==> config.mk <==
export PLATFORM = sky130hd
export DESIGN_NAME = corr_chain_decoder
export DESIGN_NICKNAME = d
export VERILOG_FILES = /design/src/rtl/corr_pkg.sv /design/src/rtl/corr_dec_stage.sv /design/src/rtl/corr_chain_decoder.sv
export SDC_FILE = /design/constraint.sdc
export NUM_CORES = 1
export LEC_CHECK = 0
export ABC_AREA = 1
export CORE_MARGIN = 10
export CORE_UTILIZATION = 57
export DETAILED_ROUTE_END_ITERATION = 7
export PLACE_DENSITY = 0.75
export SLEW_MARGIN = 30
export SYNTH_ARGS = -nofsm -noshare
export SYNTH_HDL_FRONTEND = slang
export SYNTH_SLANG_ARGS = --single-unit
export TNS_END_PERCENT = 1
==> constraint.sdc <==
create_clock -name clk -period 2.7 [get_ports clk]
set_input_delay 0.27 -clock clk [delete_from_list [all_inputs] [get_ports clk]]
set_output_delay 0.27 -clock clk [all_outputs]
set_load 0.02 [all_outputs]
==> src/rtl/corr_pkg.sv <==
// corr_pkg: shared pair-primitive helpers for the chain decoder and its bench.
// Pairs are packed {odd, even}, bit 2k+1 over bit 2k.
package corr_pkg;

  localparam int PairW = 2;

  function automatic logic [PairW-1:0] invPair(
    input logic [PairW-1:0] x
  );
    logic evenN;
    evenN = ~x[0];
    return {x[1] ^ evenN, evenN};
  endfunction

  // Forward chain primitive; invPair(fwdPair(x)) == x.
  function automatic logic [PairW-1:0] fwdPair(
    input logic [PairW-1:0] x
  );
    return {x[1] ^ x[0], ~x[0]};
  endfunction

endpackage

==> src/rtl/corr_dec_stage.sv <==
// corr_dec_stage: one registered inverse-pair stage with valid/ready.
// CORR_DEC_CHECK_EN adds a golden word carried alongside the data.
module corr_dec_stage
  import corr_pkg::*;
#(
  parameter int IO_PAIRS = 4
) (
  input  logic                      clk,
  input  logic                      rst,
  input  logic                      upValid,
  output logic                      upReady,
  input  logic [PairW*IO_PAIRS-1:0] upData,
`ifdef CORR_DEC_CHECK_EN
  input  logic [PairW*IO_PAIRS-1:0] upGolden,
  output logic [PairW*IO_PAIRS-1:0] golden,
`endif
  output logic                      valid,
  input  logic                      dnReady,
  output logic [PairW*IO_PAIRS-1:0] data
);

  localparam int W = PairW * IO_PAIRS;

  logic [W-1:0] nextData;

  always_comb begin
    nextData = '0;
    for (int k = 0; k < IO_PAIRS; k++) begin
      nextData[PairW*k +: PairW] =
        invPair(upData[PairW*k +: PairW]);
    end
  end

  // Empty stage or draining downstream lets a word in.
  assign upReady = ~valid | dnReady;

  always_ff @(posedge clk or posedge rst) begin
    if (rst) begin
      valid <= 1'b0;
      data  <= '0;
    end else if (upReady) begin
      valid <= upValid;
      if (upValid) begin
        data <= nextData;
      end
    end
  end

`ifdef CORR_DEC_CHECK_EN
  always_ff @(posedge clk or posedge rst) begin
    if (rst) begin
      golden <= '0;
    end else if (upReady && upValid) begin
      golden <= upGolden;
    end
  end
`endif

endmodule

==> src/rtl/corr_chain_decoder.sv <==
// corr_chain_decoder: DEPTH-stage elastic pipeline inverting the pair chain.
// Define CORR_DEC_CHECK_EN to add golden compare (s_golden, err_count, err_flag).
module corr_chain_decoder
  import corr_pkg::*;
#(
  parameter int IO_PAIRS = 4,
  parameter int DEPTH    = 8
`ifdef CORR_DEC_CHECK_EN
  , parameter int ERR_W  = 16
`endif
) (
  input  logic                      clk,
  input  logic                      rst,
  input  logic                      s_valid,
  output logic                      s_ready,
  input  logic [PairW*IO_PAIRS-1:0] s_data,
`ifdef CORR_DEC_CHECK_EN
  input  logic [PairW*IO_PAIRS-1:0] s_golden,
  output logic [ERR_W-1:0]          err_count,
  output logic                      err_flag,
`endif
  output logic                      m_valid,
  input  logic                      m_ready,
  output logic [PairW*IO_PAIRS-1:0] m_data
);

  localparam int W = PairW * IO_PAIRS;

  logic [DEPTH:0] vld;
  logic [DEPTH:0] rdy;
  logic [W-1:0]   dat [DEPTH+1];
`ifdef CORR_DEC_CHECK_EN
  logic [W-1:0]   gld [DEPTH+1];
  assign gld[0] = s_golden;
`endif

  assign vld[0]     = s_valid;
  assign dat[0]     = s_data;
  assign rdy[DEPTH] = m_ready;

  // Index i feeds stage i; index DEPTH is the output port.
  for (genvar i = 0; i < DEPTH; i++) begin : gStage
    corr_dec_stage #(
      .IO_PAIRS(IO_PAIRS)
    ) uStage (
      .clk     (clk),
      .rst     (rst),
      .upValid (vld[i]),
      .upReady (rdy[i]),
      .upData  (dat[i]),
`ifdef CORR_DEC_CHECK_EN
      .upGolden(gld[i]),
      .golden  (gld[i+1]),
`endif
      .valid   (vld[i+1]),
      .dnReady (rdy[i+1]),
      .data    (dat[i+1])
    );
  end

  assign s_ready = rdy[0];
  assign m_valid = vld[DEPTH];
  assign m_data  = dat[DEPTH];

`ifdef CORR_DEC_CHECK_EN
  logic mismatch;

  assign mismatch = m_valid & m_ready & (m_data != gld[DEPTH]);

  always_ff @(posedge clk or posedge rst) begin
    if (rst) begin
      err_count <= '0;
      err_flag  <= 1'b0;
    end else if (mismatch) begin
      err_flag <= 1'b1;
      if (err_count != '1) begin
        err_count <= err_count + 1'b1;
      end
    end
  end
`endif

endmodule
==> results of run 1 <==
## registers in the layout, summed over array words and instances (netlist names)
| signal | count |
|---|---|
| gStage.uStage.data | 64 |
| gStage.uStage.valid | 8 |
## logic make-up after synthesis
logic type / after synthesis / synth area share
buffers and inverters: 30 / 0.05602
flip-flops: 72 / 0.5975
AND/OR/NAND/NOR: 103 / 0.1564
AO/OA/AOI/OAI: 57 / 0.09710
XOR/XNOR: 32 / 0.09295
## routing by layer
| metal | up-vias | global-route usage |
|---|---|---|
| li1 | 971 | - |
| met1 | 853 | 0.1079 |
| met2 | 30 | 0.2035 |
| met3 | 11 | 0.03471 |
| met4 | 0 | 0.06941 |
| met5 | - | 0 |
## final timing paths
check,slack (ns),cells past startpoint,from,end
worst max-delay path,0.50,6,m_ready,s_ready
worst min-delay path,0.29,2,rst,gStage[3].uStage.valid$_DFFE_PP0P_
worst max register to register,1.16,7,gStage[6].uStage.valid$_DFFE_PP0P_,gStage[0].uStage.data[0]$_DFFE_PP0P_
worst min register to register,0.49,2,gStage[7].uStage.data[4]$_DFFE_PP0P_,gStage[7].uStage.data[4]$_DFFE_PP0P_
max in group asynchronous,1.70,3,rst,gStage[5].uStage.data[5]$_DFFE_PP0P_
min in group clk,0.49,2,gStage[7].uStage.data[4]$_DFFE_PP0P_,gStage[7].uStage.data[4]$_DFFE_PP0P_
## metrics by stage
stage	worst slack, ns	area [sq um]	instances	util	hold slack (ns)
2_1_floorplan	0.6051	3015	294	-	0.4411
3_3_place_gp	0.4985	3216	371	0.6296	0.4652
3_5_place_dp	0.4789	3216	371	0.6296	0.4735
4_1_cts	0.4535	3396	387	0.6649	0.2959
5_1_grt	0.3570	3396	387	0.6649	0.3419
6_report	0.4998	3396	387	0.6649	0.2891
## critical path, cell delays in order
cell	delay (ns)
clkdlybuf4s50_1	0.40
inv_1	0.10
nand4_4	0.12
nor3_4	0.24
nand4_2	0.20
clkdlybuf4s50_1	0.59
## cells in the final DEF (no fill, tap or decap), types with 4 or more instances in the layout
cell type,n
nand2_1,82
o21ai_0,55
dfrtp_1,72
nand3_1,8
clkdlybuf4s50_1,21
xor2_1,28
inv_1,12
clkbuf_8,9
xnor2_1,4
## cell type report
type | instances | area share
flip-flops and latches | 72 | 0.5306
multi-input cells | 192 | 0.3077
repair buffers | 24 | 0.06853
clock buffers | 12 | 0.03979
well taps | 70 | 0.02579
inverters | 13 | 0.01437
clock inverters | 4 | 0.01326
## power by group through the flow
stage / combinational [W] / clock [W] / sequential (W)
after floorplan: 0.000805 / 0 / 0.00174
after global placement: 0.000928 / 0 / 0.00177
after detailed placement: 0.000975 / 0 / 0.00180
after CTS: 0.000979 / 0.000802 / 0.00178
after global routing: 0.00111 / 0.000843 / 0.00183
final: 0.000948 / 0.000783 / 0.00177
==> flow_summary_export.csv, run 1 <==
group,metric,value,unit
status,status,"completed",
clock_network,clk_pin_slew,0.07,ns
yosys,synth-edff-count,0,
yosys,syn-cell-area,3015,sq um
drt,avgViaCountPerCell,4.819,
sta,min_period,2.200,ns
pwr,pwr-share-clk,0.223,
global_route,grt.overflow.total,0,
pwr,p_seq_frac,0.506,
yosys,synth_top_flop_cell,"dfrtp_1",
global_route,grt_pass1_vias,1847,
yosys,synth_top_area_share,0.5975,
yosys,synthDistinctLibCells,20,
min_path,min_path_type,"input port to async pin",
cells_and_area,multi_input_area,1045,sq um
drt,drt_pass1_iterations,4,
place,io_buffers,21,
cells_and_area,fin_nets,324,
clock_network,clk_latency,0.33,ns
drt,dr_wl_met3,209,um
global_route,grt_pass1_wl,7734,um
drt,met2_length,2214,um
sta,finClkSkew,0.005304,ns
sta,fin_setup_tns,0,ns
sta,setup_viol,0,
floorplanning,die_area,8600,sq um
pwr,total_power,0.003503,W
cells_and_area,diodes,0,
clock_network,cts_made_buffers,9,
clock_network,clock-sinks,72,
setup_path,cp.required,2.43,ns
setup_path,cp-start-kind,"input port",
sta,rsz0062_at_grt,"false",
floorplanning,dieHeight,92.74,um
drt,drc,0,
yosys,synthTopCellsByArea,"dfrtp_1 (60%), nand2_1 (10%), o21ai_0 (9.1%), xor2_1 (8.1%), buf_4 (2.0%)",
clock_network,cts-htree-levels,3,
sta,max_freq,454.5,MHz
clock_network,cts-root-buf,"clkbuf_8",
pwr,switching_share,0.3336,
yosys,synth.yosys.seq_area_share,0.5975,
pwr,p_comb_frac,0.271,
place,dp_hpwl,3209,um
sta,timing.final.crit_share,0.8149,
cells_and_area,regArea,1802,sq um
cells_and_area,drive_gt1_frac,0.09148,
sta,drv_slew,0,
clock_network,clockBufferDepth,2,
global_route,antenna_found_initial,0,
flow_run,max_cap_violations,0,
sta,tightest_slew,0.5264,ns
clock_network,postCtsHoldBufs,0,
place,place_congestion,0.7150,
cells_and_area,num-fill-cells,438,
floorplanning,io_pins,22,
drt,wl_met1,1802,um
setup_path,path_max_fanout,5,
drt,vias,1865,
cells_and_area,area_growth,12.61,%
floorplanning,rows,26,
floorplanning,fp.dieW,92.74,um
drt,final_antenna_net_count,0,
yosys,yosysMostFrequentCell,"nand2_1",
floorplanning,coreArea,5107,sq um
setup_path,crit_type,"input port to primary output",
drt,top_layer_used,"met4",
sta,hold_violations,0,
drt,wire_per_inst,11.18,um
yosys,ys_seq_elements,72,
yosys,avgSynthCellArea,10.26,sq um
pwr,vdd_drop_max,0.4493,mV
sta,slew_headroom,0.6485,
global_route,grtUsageTotal,0.1119,
pwr,intPower,0.002334,W
yosys,synth_top_cell_by_area,"dfrtp_1",
clock_network,post_cts_buffers,0,
yosys,syn-num-nets,306,
pwr,switching_power,0.001168,W
drt,totalWireLength,4327,um
clock_network,cts_resized,0,
setup_path,critPathArrivalTime,1.93,ns
drt,drtIter0Drc,70,
pwr,p_leak,1.599,nW
clock_network,cts_tree,"built",
yosys,syn_inst,294,
yosys,async_reset_ff_frac,1.000,
yosys,synth_common_cells,"nand2_1 (82), dfrtp_1 (72), o21ai_0 (55)",
global_route,grt_max_degree,27,
pwr,p_per_area,1032,nW/um^2
setup_path,endpoint_kind,"primary output",
floorplanning,start_util,0.5904,
yosys,synth_warnings,0,
(Power assumes the default switching activity.)
==> run 2, diff against run 1 <==
--- a/config.mk
+++ b/config.mk
@@ -7,9 +7,9 @@
 export LEC_CHECK = 0
 export ABC_AREA = 1
 export CORE_MARGIN = 10
-export CORE_UTILIZATION = 57
+export CORE_UTILIZATION = 52
 export DETAILED_ROUTE_END_ITERATION = 7
-export PLACE_DENSITY = 0.75
+export PLACE_DENSITY = 0.72
 export SLEW_MARGIN = 30
 export SYNTH_ARGS = -nofsm -noshare
 export SYNTH_HDL_FRONTEND = slang
==> constraint.sdc (replaced) <==
create_clock -name clk -period 2 [get_ports clk]
set_input_delay 0.2 -clock clk [delete_from_list [all_inputs] [get_ports clk]]
set_output_delay 0.2 -clock clk [all_outputs]
set_load 0.02 [all_outputs]
==> run 2 against run 1 <==
Against the previous run:
- count of clock-buffer cells in the layout is 1 higher
- register-to-register slack worse by 0.57 ns
- non-clock buffer count rose by 2
- via count unchanged
- clock skew is 0.0011 ns higher
- first-iteration DRC count is 17% lower
- hold slack lost 0.047 ns
- core utilization decreased by 4.4 points
- setup slack got worse by 0.26 ns
- wire length decreased by 2.1%
- final cell count is 1.0% higher
- die area rose by 7.5%
==> flow_summary_export.csv, run 2 (synthesis results as in run 1) <==
group,metric,value,unit
sta,tightest_slew,0.5009,ns
pwr,intPower,0.003236,W
setup_path,cp-start-kind,"flip-flop",
pwr,switching_power,0.001574,W
floorplanning,io_pins,22,
pwr,p_per_area,1390,nW/um^2
floorplanning,coreArea,5574,sq um
floorplanning,fp.dieW,96.15,um
sta,finClkSkew,0.006440,ns
global_route,grtUsageTotal,0.1078,
setup_path,path_max_fanout,3,
drt,vias,1865,
cells_and_area,regMostFlops,"gStage.uStage.data",
drt,drt_pass1_iterations,4,
setup_path,r2r_slack,0.59,ns
setup_path,crit_type,"flip-flop to primary output",
setup_path,critPathArrivalTime,1.56,ns
global_route,antenna_found_initial,0,
pwr,vdd_drop_max,0.6500,mV
floorplanning,start_util,0.5410,
drt,final_antenna_net_count,0,
global_route,grt_pass1_wl,7721,um
drt,totalWireLength,4235,um
clock_network,post_cts_buffers,0,
setup_path,endpoint_kind,"primary output",
drt,wire_per_inst,10.83,um
global_route,grt.overflow.total,0,
sta,setup_viol,0,
sta,drv_slew,0,
pwr,p_seq_frac,0.496,
clock_network,postCtsHoldBufs,0,
floorplanning,dieHeight,96.15,um
pwr,p_comb_frac,0.269,
cells_and_area,layout.cells.most_common,"nand2_1",
cells_and_area,diodes,0,
pwr,switching_share,0.3272,
setup_path,reg2reg_from,"gStage[6].uStage.valid$_DFFE_PP0P_",
cells_and_area,layout_common_cells,"nand2_1 (82), dfrtp_1 (72), o21ai_0 (55)",
floorplanning,die_area,9245,sq um
sta,slew_headroom,0.6654,
clock_network,clk_pin_slew,0.07,ns
setup_path,path_buf_inv,1,
drt,drc,0,
cells_and_area,largest_register_ffs,64,
setup_path,critical-path-max-stage-delay,0.42,ns
place,dp.cells,375,
setup_path,critPathTopFamily,"simple AND/OR/NAND/NOR gates",
sta,timing.final.crit_share,0.8824,
clock_network,cts_made_buffers,9,
place,place_congestion,0.6737,
place,dp_hpwl,2952,um
sta,rsz0062_at_grt,"false",
drt,avgViaCountPerCell,4.770,
floorplanning,rows,27,
sta,max_freq,566.7,MHz
sta,min_period,1.765,ns
clock_network,cts-root-buf,"clkbuf_8",
sta,hold_violations,0,
clock_network,clk_latency,0.33,ns
cells_and_area,drive_gt1_frac,0.1003,
clock_network,clock-sinks,72,
clock_network,cts_tree,"built",
setup_path,startpoint,"gStage[6].uStage.valid$_DFFE_PP0P_",
place,io_buffers,21,
cells_and_area,largestRegisters,"gStage.uStage.data (64), gStage.uStage.valid (8)",
setup_path,critPathSlowestCell,"dfrtp_1",
clock_network,clockBufferDepth,2,
cells_and_area,fin_nets,326,
status,status,"completed",
setup_path,crit_chain,"nand4_4, nor3_4, nand4_2, dlygate4sd2_1",
pwr,p_leak,1.620,nW
global_route,grt_pass1_vias,1805,
pwr,pwr-share-clk,0.235,
min_path,min_path_type,"input port to async pin",
cells_and_area,num-fill-cells,474,
flow_run,max_cap_violations,0,
cells_and_area,fin_cells,391,
setup_path,cp.required,1.80,ns
clock_network,cts-htree-levels,3,
global_route,grt_max_degree,35,
drt,drtIter0Drc,58,
sta,fin_setup_tns,0,ns
cells_and_area,area_growth,14.73,%
[run 2: changes by cell type in the layout (fill, tap and decap cells not counted)]
cell | previous run | this run
dlygate4sd2_1 | 0 | 1
buf_12 | 0 | 2
inv_2 | 1 | 0
clkinvlp_4 | 0 | 1
clkinv_2 | 3 | 2
clkdlybuf4s50_1 | 21 | 20
clkbuf_1 | 3 | 2
clkbuf_8 | 9 | 11
[run 2: final cells by class]
type | count | area (sq um) | share of cell area
Timing Repair Buffer | 26 | 271.5 | 0.07848
Inverter | 13 | 52.55 | 0.01519
Clock buffer | 13 | 158.9 | 0.04593
Tap cell | 72 | 90.09 | 0.02604
Clock inverter | 3 | 40.04 | 0.01157
Sequential cell | 72 | 1802 | 0.5208
Multi-Input combinational cell | 192 | 1045 | 0.3020
[run 2: routing by layer]
metal | routed length [um] | global-route usage
met5 | 0 | 0
met1 | 1847 | 0.1116
met4 | 85 | 0.05160
met2 | 2039 | 0.1861
met3 | 263 | 0.04358
[run 2: power groups by stage]
stage	clock (W)	combinational, W	sequential [W]
2_1_floorplan	0	0.00109	0.00235
3_3_place_gp	0	0.00127	0.00239
5_1_grt	0.00124	0.00153	0.00247
3_5_place_dp	0	0.00132	0.00241
6_report	0.00113	0.00129	0.00239
4_1_cts	0.00116	0.00133	0.00239
[run 2: per-stage QoR]
stage	instance area (sq um)	util	setup slack, ns	hold WS, ns	power (W)
final	3460	0.6207	0.2352	0.2421	0.004809
after global routing	3460	0.6207	0.1116	0.2672	0.005232
after CTS	3460	0.6207	0.1907	0.2492	0.004887
after detailed placement	3262	0.5852	0.06556	0.4728	0.003728
after global placement	3262	0.5852	0.06390	0.4652	0.003664
after floorplan	3019	-	0.5606	0.3711	0.003436
[run 2: worst reg2reg max path, delay by kind of cell, from the launching register on]
kind	cells	cell delay [ns]
AND/OR/NAND/NOR	3	0.26
AO/OA/AOI/OAI	1	0.15
flip-flops	1	0.42
buffers and inverters	2	0.44
[run 2: what timing repair did]
action                                  CTS  global route
endpoints found under the hold margin     0             0
resized for setup                         1             0
endpoints found under the setup margin    1             0
[run 2: worst paths after layout]
| check | to | depth (start not counted) |
|---|---|---|
| setup / recovery | s_ready | 4 |
| hold / removal | gStage[7].uStage.valid$_DFFE_PP0P_ | 2 |
| setup reg to reg | gStage[4].uStage.data[5]$_DFFE_PP0P_ | 6 |
| hold reg to reg | gStage[7].uStage.data[6]$_DFFE_PP0P_ | 2 |
| max in group asynchronous | gStage[0].uStage.data[3]$_DFFE_PP0P_ | 3 |
| min in group clk | gStage[7].uStage.data[6]$_DFFE_PP0P_ | 2 |
==> run 3, diff against run 2 <==
--- a/config.mk
+++ b/config.mk
@@ -6,9 +6,9 @@
 export NUM_CORES = 1
 export LEC_CHECK = 0
 export ABC_AREA = 1
-export CORE_MARGIN = 10
 export CORE_UTILIZATION = 52
 export DETAILED_ROUTE_END_ITERATION = 7
+export GPL_ROUTABILITY_DRIVEN = 0
 export PLACE_DENSITY = 0.72
 export SLEW_MARGIN = 30
 export SYNTH_ARGS = -nofsm -noshare
==> run 3 against run 2 <==
Against the previous run:
- clock power increased by 9.7%
- hold slack improved by 0.065 ns
- fmax decreased by 0.54%
- via count decreased by 0.91%
- die area decreased by 34%
- final cell count decreased by 0.26%
- first-iteration DRC count increased by 95%
- global-route usage increased by 5.1 points
- critical path type unchanged
- critical endpoint unchanged
==> flow_summary_export.csv, run 3 (synthesis results as in run 1) <==
group,metric,value,unit
sta,drv_slew,0,
pwr,pwr-share-clk,0.252,
clock_network,clockBufferDepth,2,
setup_path,cp-start-kind,"flip-flop",
pwr,intPower,0.003327,W
drt,wire_per_inst,10.58,um
setup_path,crit_chain,"nand4_4, nor3_4, nand4_2, dlygate4sd2_1",
place,io_buffers,21,
global_route,antenna_found_initial,0,
pwr,total_power,0.004907,W
clock_network,cts-htree-levels,3,
global_route,grt.overflow.total,0,
setup_path,cp.required,1.80,ns
floorplanning,coreArea,5540,sq um
cells_and_area,largestRegisters,"gStage.uStage.data (64), gStage.uStage.valid (8)",
cells_and_area,layout_common_cells,"nand2_1 (82), dfrtp_1 (72), o21ai_0 (55)",
sta,hold_violations,0,
setup_path,critical-path-max-stage-delay,0.41,ns
sta,min_period,1.774,ns
setup_path,critPathArrivalTime,1.57,ns
min_path,min_path_type,"input port to async pin",
floorplanning,dieHeight,78.15,um
drt,drtIter0Drc,113,
cells_and_area,fin_util,0.6235,
sta,rsz0062_at_grt,"false",
global_route,grt_pass1_wl,7383,um
global_route,grtUsageTotal,0.1583,
cells_and_area,largest_register_ffs,64,
cells_and_area,diodes,0,
clock_network,cts_made_buffers,9,
drt,drt_pass1_iterations,4,
pwr,p_seq_frac,0.487,
drt,avgViaCountPerCell,4.738,
pwr,switching_power,0.001580,W
cells_and_area,finalInstanceArea,3455,sq um
drt,totalWireLength,4126,um
pwr,vdd_drop_max,0.6597,mV
sta,fin_hold_ws,0.3067,ns
cells_and_area,regMostFlops,"gStage.uStage.data",
sta,finClkSkew,0.01225,ns
global_route,grt_pass1_vias,1732,
sta,timing.final.crit_share,0.8872,
sta,slew_headroom,0.6956,
cells_and_area,fin_nets,325,
setup_path,endpoint_kind,"primary output",
sta,max_freq,563.6,MHz
setup_path,critPathSlowestCell,"dfrtp_1",
setup_path,path_max_fanout,3,
floorplanning,rows,27,
drt,drc,0,
cells_and_area,area_growth,14.56,%
flow_run,max_cap_violations,0,
pwr,switching_share,0.3220,
sta,setup_viol,0,
clock_network,clock-sinks,72,
sta,tightest_slew,0.4555,ns
clock_network,clk_latency,0.34,ns
floorplanning,start_util,0.5443,
pwr,p_leak,1.615,nW
floorplanning,io_pins,22,
drt,vias,1848,
cells_and_area,drive_gt1_frac,0.09434,
pwr,p_comb_frac,0.261,
place,dp_hpwl,2718,um
clock_network,cts-root-buf,"clkbuf_8",
place,dpl_cell_area,3242,sq um
global_route,grt_max_degree,73,
floorplanning,die_area,6107,sq um
pwr,p_per_area,1420,nW/um^2
setup_path,crit_type,"flip-flop to primary output",
status,status,"completed",
clock_network,clk_pin_slew,0.07,ns
clock_network,cts_tree,"built",
floorplanning,fp.dieW,78.15,um
cells_and_area,layout.cells.most_common,"nand2_1",
drt,final_antenna_net_count,0,
sta,fin_setup_tns,0,ns
## run 3: repair_timing
item,in CTS,in global routing
hold buffers,0,0
resized for setup,1,0
endpoints found under the hold margin,0,0
setup endpoints to repair,1,0
setup buffers,0,0
## run 3: worst paths after layout
kind	slack [ns]	startpoint	to	cells after the start
max in group asynchronous	1.41	rst	gStage[7].uStage.data[1]$_DFFE_PP0P_	3
setup / recovery	0.23	gStage[6].uStage.valid$_DFFE_PP0P_	s_ready	4
min in group clk	0.48	gStage[7].uStage.data[0]$_DFFE_PP0P_	gStage[7].uStage.data[0]$_DFFE_PP0P_	2
hold / removal	0.31	rst	gStage[6].uStage.data[6]$_DFFE_PP0P_	3
setup reg to reg	0.59	gStage[6].uStage.valid$_DFFE_PP0P_	gStage[4].uStage.data[3]$_DFFE_PP0P_	6
hold reg to reg	0.48	gStage[7].uStage.data[0]$_DFFE_PP0P_	gStage[7].uStage.data[0]$_DFFE_PP0P_	2
## run 3: cell type report
class / instances / area [sq um]
Multi-Input combinational cell: 192 / 1045
Timing Repair Buffer: 25 / 251.5
Clock buffer: 13 / 148.9
Sequential cell: 72 / 1802
Inverter: 13 / 52.55
Fill cell: 467 / 2086
Tap cell: 72 / 90.09
Clock inverter: 3 / 65.06
## run 3: power groups by stage
stage                     Clock (W)  Combinational [W]  Sequential (W)
after floorplan                   0            0.00109         0.00235
after global placement            0            0.00125         0.00239
after detailed placement          0            0.00130         0.00242
after CTS                   0.00127            0.00131         0.00240
after global routing        0.00133            0.00148         0.00246
final                       0.00124            0.00128         0.00239
## run 3: metal layers
| metal | share of wire | GRT usage | routed length, um | up-vias |
|---|---|---|---|---|
| li1 | - | - | - | 969 |
| met1 | 0.45 | 0.1743 | 1862 | 839 |
| met2 | 0.49 | 0.2711 | 2015 | 31 |
| met3 | 0.035 | 0.05233 | 143 | 9 |
| met4 | 0.025 | 0.08333 | 105 | 0 |
| met5 | 0 | 0 | 0 | - |
## run 3: per-stage QoR
stage / cells / setup WS (ns)
after floorplan: 294 / 0.5606
after global placement: 374 / 0.07444
after detailed placement: 374 / 0.06423
after CTS: 390 / 0.1795
after global routing: 390 / 0.1128
final: 390 / 0.2256
## run 3: critical path: cells and delay by family, from the launching register on
kind | cells | cell delay (ns)
and+or+nand+nor | 3 | 0.47
DFF | 1 | 0.41
buffers and inverters | 1 | 0.36
